File: config.mk
export PLATFORM = sky130hd
export DESIGN_NAME = e203_nts_ctx_seq
export DESIGN_NICKNAME = d
export VERILOG_FILES = /design/src/rtl/e203_nts_ctx_pkg.sv /design/src/rtl/e203_nts_ctx_fp.sv /design/src/rtl/e203_nts_ctx_seq.sv
export SDC_FILE = /design/constraint.sdc
export NUM_CORES = 1
export LEC_CHECK = 0
export ABC_AREA = 1
export BUFFER_PORTS_ARGS = -buffer_cell sky130_fd_sc_hd__buf_2
export CELL_PAD_IN_SITES_DETAIL_PLACEMENT = 0
export CELL_PAD_IN_SITES_GLOBAL_PLACEMENT = 2
export CORE_MARGIN = 3
export CORE_UTILIZATION = 15
export CTS_BUF_LIST = sky130_fd_sc_hd__clkbuf_4 sky130_fd_sc_hd__clkbuf_8
export DETAILED_ROUTE_END_ITERATION = 12
export GPL_TIMING_DRIVEN = 0
export PLACE_DENSITY_LB_ADDON = 0.1
export SLEW_MARGIN = 15
export SYNTH_ARGS = -nofsm -noshare
export SYNTH_HDL_FRONTEND = slang
export SYNTH_HIERARCHICAL = 1
export SYNTH_SLANG_ARGS = --single-unit
File: constraint.sdc
create_clock -name clk -period 2.3 [get_ports clk]
set_input_delay 0.23 -clock clk [delete_from_list [all_inputs] [get_ports clk]]
set_output_delay 0.23 -clock clk [all_outputs]
set_load 0.005 [all_outputs]
File: src/rtl/e203_nts_ctx_pkg.sv
// Shared types and geometry helpers for the NTS context save/restore sequencer.
// Optional error flags are enabled with the E203_NTS_CTX_ERR_EN macro.
package e203_nts_ctx_pkg;

    typedef enum logic [1:0] {
        IDLE = 2'd0,
        SAVE = 2'd1,
        RD   = 2'd2,
        WB   = 2'd3
    } ctx_state_e;

    localparam int NREGS_DEF = 16;
    localparam int AW_DEF    = 8;

    function automatic int idx_width(input int nregs);
        return $clog2(nregs);
    endfunction

    function automatic int nframes(input int nregs, input int aw);
        return (1 << aw) / nregs;
    endfunction

    // One extra bit so a completely full stack (fp == NFRAMES) is representable
    function automatic int fp_width(input int nregs, input int aw);
        return aw - $clog2(nregs) + 1;
    endfunction

    localparam int IW_DEF      = idx_width(NREGS_DEF);
    localparam int NFRAMES_DEF = nframes(NREGS_DEF, AW_DEF);
    localparam int FPW_DEF     = fp_width(NREGS_DEF, AW_DEF);

endpackage

File: src/rtl/e203_nts_ctx_fp.sv
// Frame pointer with full/empty detection and the sticky overflow/underflow flags.
// Flags exist only when E203_NTS_CTX_ERR_EN is defined; otherwise they read as 0.
module e203_nts_ctx_fp #(
    parameter int FPW     = 5,
    parameter int NFRAMES = 16
) (
    input  logic           clk,
    input  logic           rst,
    input  logic           fp_inc,
    input  logic           fp_dec,
    input  logic           ovf_set,
    input  logic           unf_set,
    input  logic           err_clr,
    output logic [FPW-1:0] fp,
    output logic           full,
    output logic           empty,
    output logic           ovf_err,
    output logic           unf_err
);

    localparam logic [FPW-1:0] FP_ONE  = FPW'(1);
    localparam logic [FPW-1:0] FP_ZERO = {FPW{1'b0}};
    localparam logic [FPW-1:0] FP_FULL = FPW'(NFRAMES);

    logic [FPW-1:0] fp_r;

    // Frame pointer: grows when a save completes, shrinks when a restore is accepted
    always_ff @(posedge clk) begin
        if (rst) begin
            fp_r <= FP_ZERO;
        end else if (fp_inc) begin
            fp_r <= fp_r + FP_ONE;
        end else if (fp_dec) begin
            fp_r <= fp_r - FP_ONE;
        end else begin
            fp_r <= fp_r;
        end
    end

    assign fp    = fp_r;
    assign full  = (fp_r == FP_FULL);
    assign empty = (fp_r == FP_ZERO);

`ifdef E203_NTS_CTX_ERR_EN
    logic ovf_err_r;
    logic unf_err_r;

    // Sticky flags; a new error in the same cycle as err_clr keeps the flag set
    always_ff @(posedge clk) begin
        if (rst) begin
            ovf_err_r <= 1'b0;
            unf_err_r <= 1'b0;
        end else begin
            if (ovf_set) begin
                ovf_err_r <= 1'b1;
            end else if (err_clr) begin
                ovf_err_r <= 1'b0;
            end else begin
                ovf_err_r <= ovf_err_r;
            end
            if (unf_set) begin
                unf_err_r <= 1'b1;
            end else if (err_clr) begin
                unf_err_r <= 1'b0;
            end else begin
                unf_err_r <= unf_err_r;
            end
        end
    end

    assign ovf_err = ovf_err_r;
    assign unf_err = unf_err_r;
`else
    logic unused_err_s;
    assign unused_err_s = ^{ovf_set, unf_set, err_clr};
    assign ovf_err      = 1'b0;
    assign unf_err      = 1'b0;
`endif

endmodule

File: src/rtl/e203_nts_ctx_seq.sv
// Context save/restore sequencer streaming regfile frames to/from the NTS RAM stack.
// E203_NTS_CTX_ERR_EN enables the sticky ovf_err/unf_err flags and err_clr.
module e203_nts_ctx_seq #(
    parameter int NREGS = 16,
    parameter int AW    = 8,
    parameter int DW    = 32,
    parameter int MW    = 4
) (
    input  logic                        clk,
    input  logic                        rst,
    input  logic                        save_req,
    input  logic                        restore_req,
    output logic                        busy,
    output logic                        done,
    output logic [$clog2(NREGS)-1:0]    rf_rd_idx,
    input  logic [DW-1:0]               rf_rd_data,
    output logic                        rf_wr_en,
    output logic [$clog2(NREGS)-1:0]    rf_wr_idx,
    output logic [DW-1:0]               rf_wr_data,
    output logic                        nts_ram_cs,
    output logic                        nts_ram_we,
    output logic [AW-1:0]               nts_ram_addr,
    output logic [MW-1:0]               nts_ram_wem,
    output logic [DW-1:0]               nts_ram_din,
    input  logic [DW-1:0]               nts_ram_dout,
    output logic [AW-$clog2(NREGS):0]   depth,
    output logic                        ovf_err,
    output logic                        unf_err,
    input  logic                        err_clr
);

    import e203_nts_ctx_pkg::*;

    localparam int IW  = idx_width(NREGS);
    localparam int FPW = fp_width(NREGS, AW);
    localparam int NFR = nframes(NREGS, AW);

    localparam logic [IW-1:0] IDX_ZERO = {IW{1'b0}};
    localparam logic [IW-1:0] IDX_ONE  = IW'(1);
    localparam logic [IW-1:0] IDX_LAST = IW'(NREGS - 1);

    ctx_state_e     state_r;
    ctx_state_e     state_nxt;
    logic [IW-1:0]  idx_r;
    logic [IW-1:0]  idx_nxt;
    logic           pending_r;
    logic           pending_nxt;
    logic           rf_wr_en_r;
    logic [IW-1:0]  rf_wr_idx_r;

    logic           fp_inc_s;
    logic           fp_dec_s;
    logic           ovf_set_s;
    logic           unf_set_s;
    logic [FPW-1:0] fp_s;
    logic           full_s;
    logic           empty_s;

    e203_nts_ctx_fp #(
        .FPW     (FPW),
        .NFRAMES (NFR)
    ) u_fp (
        .clk     (clk),
        .rst     (rst),
        .fp_inc  (fp_inc_s),
        .fp_dec  (fp_dec_s),
        .ovf_set (ovf_set_s),
        .unf_set (unf_set_s),
        .err_clr (err_clr),
        .fp      (fp_s),
        .full    (full_s),
        .empty   (empty_s),
        .ovf_err (ovf_err),
        .unf_err (unf_err)
    );

    // Sequencer state, slot index within the frame and the one-deep pending save
    always_ff @(posedge clk) begin
        if (rst) begin
            state_r   <= IDLE;
            idx_r     <= IDX_ZERO;
            pending_r <= 1'b0;
        end else begin
            state_r   <= state_nxt;
            idx_r     <= idx_nxt;
            pending_r <= pending_nxt;
        end
    end

    // Write-back trails each RAM read by one cycle to match the RAM read latency
    always_ff @(posedge clk) begin
        if (rst) begin
            rf_wr_en_r  <= 1'b0;
            rf_wr_idx_r <= IDX_ZERO;
        end else if (state_r == RD) begin
            rf_wr_en_r  <= 1'b1;
            rf_wr_idx_r <= idx_r;
        end else begin
            rf_wr_en_r  <= 1'b0;
            rf_wr_idx_r <= IDX_ZERO;
        end
    end

    // Next-state logic; save has priority, and requests that cannot run are dropped
    always_comb begin
        state_nxt   = state_r;
        idx_nxt     = idx_r;
        pending_nxt = pending_r;
        fp_inc_s    = 1'b0;
        fp_dec_s    = 1'b0;
        ovf_set_s   = 1'b0;
        unf_set_s   = 1'b0;
        case (state_r)
            IDLE: begin
                idx_nxt = IDX_ZERO;
                if (save_req) begin
                    if (full_s) begin
                        ovf_set_s = 1'b1;
                    end else begin
                        state_nxt = SAVE;
                    end
                end else if (restore_req) begin
                    if (empty_s) begin
                        unf_set_s = 1'b1;
                    end else begin
                        state_nxt = RD;
                        fp_dec_s  = 1'b1;
                    end
                end else begin
                    state_nxt = IDLE;
                end
            end
            SAVE: begin
                if (idx_r == IDX_LAST) begin
                    state_nxt = IDLE;
                    idx_nxt   = IDX_ZERO;
                    fp_inc_s  = 1'b1;
                end else begin
                    idx_nxt   = idx_r + IDX_ONE;
                end
            end
            RD: begin
                if (save_req) begin
                    pending_nxt = 1'b1;
                end else begin
                    pending_nxt = pending_r;
                end
                if (idx_r == IDX_LAST) begin
                    state_nxt = WB;
                    idx_nxt   = IDX_ZERO;
                end else begin
                    idx_nxt   = idx_r + IDX_ONE;
                end
            end
            WB: begin
                idx_nxt     = IDX_ZERO;
                pending_nxt = 1'b0;
                if (save_req || pending_r) begin
                    if (full_s) begin
                        state_nxt = IDLE;
                        ovf_set_s = 1'b1;
                    end else begin
                        state_nxt = SAVE;
                    end
                end else begin
                    state_nxt = IDLE;
                end
            end
            default: begin
                state_nxt   = IDLE;
                idx_nxt     = IDX_ZERO;
                pending_nxt = 1'b0;
            end
        endcase
    end

    // Output decode purely from registered state; signals not owned by a state stay 0
    always_comb begin
        busy         = 1'b0;
        done         = 1'b0;
        rf_rd_idx    = IDX_ZERO;
        nts_ram_cs   = 1'b0;
        nts_ram_we   = 1'b0;
        nts_ram_wem  = {MW{1'b0}};
        nts_ram_addr = {AW{1'b0}};
        nts_ram_din  = {DW{1'b0}};
        case (state_r)
            SAVE: begin
                busy         = 1'b1;
                done         = (idx_r == IDX_LAST);
                rf_rd_idx    = idx_r;
                nts_ram_cs   = 1'b1;
                nts_ram_we   = 1'b1;
                nts_ram_wem  = {MW{1'b1}};
                nts_ram_addr = {fp_s[FPW-2:0], idx_r};
                nts_ram_din  = rf_rd_data;
            end
            RD: begin
                busy         = 1'b1;
                nts_ram_cs   = 1'b1;
                nts_ram_addr = {fp_s[FPW-2:0], idx_r};
            end
            WB: begin
                busy         = 1'b1;
                done         = 1'b1;
            end
            default: begin
                busy         = 1'b0;
            end
        endcase
    end

    assign rf_wr_en   = rf_wr_en_r;
    assign rf_wr_idx  = rf_wr_idx_r;
    assign rf_wr_data = rf_wr_en_r ? nts_ram_dout : {DW{1'b0}};
    assign depth      = fp_s;

endmodule

==> key figures <==
Finish
  – Fin area: 0.002649 mm²
  – Share of layout cells above drive strength 1: ~45%
  – N_diodes: 0
  – Area delta synth->final: 64.24%
  – Finished Layout Cells: roughly 600
  – Filler Cell Count: 1220
  – Layout net count: 547
  – Core Util, Final: between 20% and 30%

Clocking
  – Htree depth: 1
  – CTS tree: built
  – Root Buffer Master: clkbuf_8
  – CTS Buf Count: 3
  – Latest clock arrival within the worst-skew pair: between 200 and 300 ps
  – CTS max path bufs: 2
  – Worst-path clk slew: about 70 ps
  – Clock sinks: 17
  – Post-CTS Setup Repair Bufs: 0
  – Hold Buf Count CTS: 0

STA
  – Fin. max-slew vios: 0
  – Worst clock skew: approximately 2.3 ps
  – Period utilization: between 80% and 90%
  – Tmin final: between 2000 and 2500 ps
  – Min Hold Slack: about 240 ps
  – Fin. Hold Viols: 0
  – F_max: ~500 MHz
  – RSZ-0062 raised after global routing: false
  – Final count of negative-setup-slack endpoints: 0

Worst setup path
  – Worst Path Arrival: roughly 2200 ps
  – Critical path class: reg -> reg
  – Crit path largest cell delay: about 480 ps
  – Crit path capture type: flip-flop
  – Worst EP required: 2450 ps
  – Setup crit start kind: flip-flop
  – Worst reg2reg path depth: 9
  – Critical path's slowest cell: fa_1
  – Most used cell, CP: nand3_1
  – Max Fanout on Critical Path: 7
  – CP cell instances: ha_1 -> nand3_2 -> nor2_2 -> inv_2 -> fa_1 -> nand3_1 -> nand3_1 -> a21oi_1 -> nor2_1

Power and ir drop
  – Peak supply drop: roughly 230 µV
  – Pwr Density: between 600 and 700 mW/mm²
  – LEAKAGE: between 2 and 2.5 nW

Drt
  – Post-Route WL: roughly 6 mm
  – Via count: between 2000 and 2500
  – Routed Antenna Nets: 0
  – DRC: 0
  – Initial DRT Pass Iterations: 6
  – Via/cell ratio: 3.492
  – Wire length per cell: a little under 10 µm
  – DRT iter0 DRCs: 72

Place
  – Gpl congestion: roughly 0.68
  – IO Port Bufs: 161
  – Post-placement cell count: between 500 and 600
  – DP Area: around 0.0026 mm²
  – Post-DP HPWL: just over 5 mm

Global route
  – Number of global-route vias before repair: between 1500 and 2000
  – Largest net degree at the start of global routing: 11
  – First-pass GRT wire length: between 8 and 9 mm
  – Initial antenna violation count: 0
  – Overall global routing resource usage: roughly 8.5%
  – Total grt overflow: 0

Logic synthesis
  – Mapped cell area: ~0.0016 mm²
  – Synth Instances: between 300 and 400
  – Synth Warn #: 6
  – Synth Area per Inst: 5.358 µm²

Floorplanning
  – Die width: approximately 110 µm
  – Die area: 0.01203 mm²
  – Die height: roughly 110 µm
  – Core area: just over 0.01 mm²
  – Io pins: around 170
  – Starting Density: approximately 16%
  – Placement Rows: 37

Min path
  – Hold path depth: 2
  – HP Class: in -> reg

Status
  – Status: completed

Run
  – Maxcap violations: 0
[power breakdown]
part	total [mW]	internal (mW)	switching (mW)
logic	1.19	0.516	0.678
clock network	0.229	0.120	0.109
registers	0.382	0.332	0.0500
total	1.80	0.968	0.837
[path summary, 6_finish.rpt]
kind | end | start | slack (ps)
worst max-delay path | u_fp/fp[4] | idx_r[0] | 250
worst min-delay path | rf_wr_en | rst | 240
worst max register to register | u_fp/fp[4] | idx_r[0] | 250
worst min register to register | rf_wr_idx[1] | idx_r[1] | 510
[worst max-delay path: cells and delay by family, from the launching register on]
kind | cells | cell delay [ps]
AOI/OAI and AO/OA | 1 | 140
and+or+nand+nor | 5 | 550
adders and majority gates | 2 | 720
buffers and inverters | 1 | 100
DFF | 1 | 440
[repair_timing]
action,CTS,global route
endpoints found under the setup margin,2,2
resized for setup,3,2
cloned,0,0
[area by class of cell]
cell class / count / area, µm² / area share [%]
clock inverters: 1 / 5.005 / 0.1889
flip-flops and latches: 17 / 340.3 / 12.85
well taps: 136 / 170.2 / 6.424
inverters: 99 / 371.6 / 14.03
clock buffers: 3 / 41.29 / 1.559
plain buffers: 14 / 85.08 / 3.212
multi-input cells: 171 / 829.5 / 31.32
repair buffers: 161 / 805.8 / 30.42
[per-layer routing]
layer | GRT usage, % | vias to the layer above | share of wire, %
li1 | - | 1157 | -
met1 | 9.456 | 861 | 38
met2 | 16.35 | 84 | 53
met3 | 2.349 | 0 | 9.6
met4 | 1.069 | 0 | 0
met5 | 0 | - | 0
[cell usage in the layout (no fill, tap or decap)]
| cell | instances |
|---|---|
| o21bai_1 | 1 |
| inv_2 | 27 |
| ha_1 | 9 |
| buf_2 | 166 |
| nand3_1 | 7 |
| conb_1 | 2 |
| o21ai_1 | 4 |
| nand3_2 | 4 |
| clkbuf_1 | 2 |
| xnor2_1 | 2 |
| buf_4 | 7 |
| clkbuf_8 | 3 |
| nor2_1 | 27 |
| dfxtp_1 | 17 |
| fa_1 | 1 |
| ha_4 | 1 |
| nor2_2 | 1 |
| o21ai_0 | 2 |
| a21oi_1 | 7 |
| clkinv_1 | 2 |
| inv_1 | 70 |
| nand2_1 | 101 |
| nand4_1 | 2 |
| clkinv_2 | 1 |
[stage by stage]
stage / worst slack (ps) / power (mW) / setup TNS [ps]
after floorplan: 183.4 / 1.069 / 0
after global placement: -86.60 / 1.614 / -111.6
after detailed placement: -143.6 / 1.599 / -222.2
after CTS: 40.80 / 1.865 / 0
after global routing: 8.872 / 2.036 / 0
final: 249.1 / 1.805 / 0
[state kept, by name, summed over array words and instances (netlist names)]
register and count:
idx_r 4, state_r 2, pending_r 1, rf_wr_idx 4
u_fp/fp 5, rf_wr_en 1
Power figures use the tool's default switching activity.
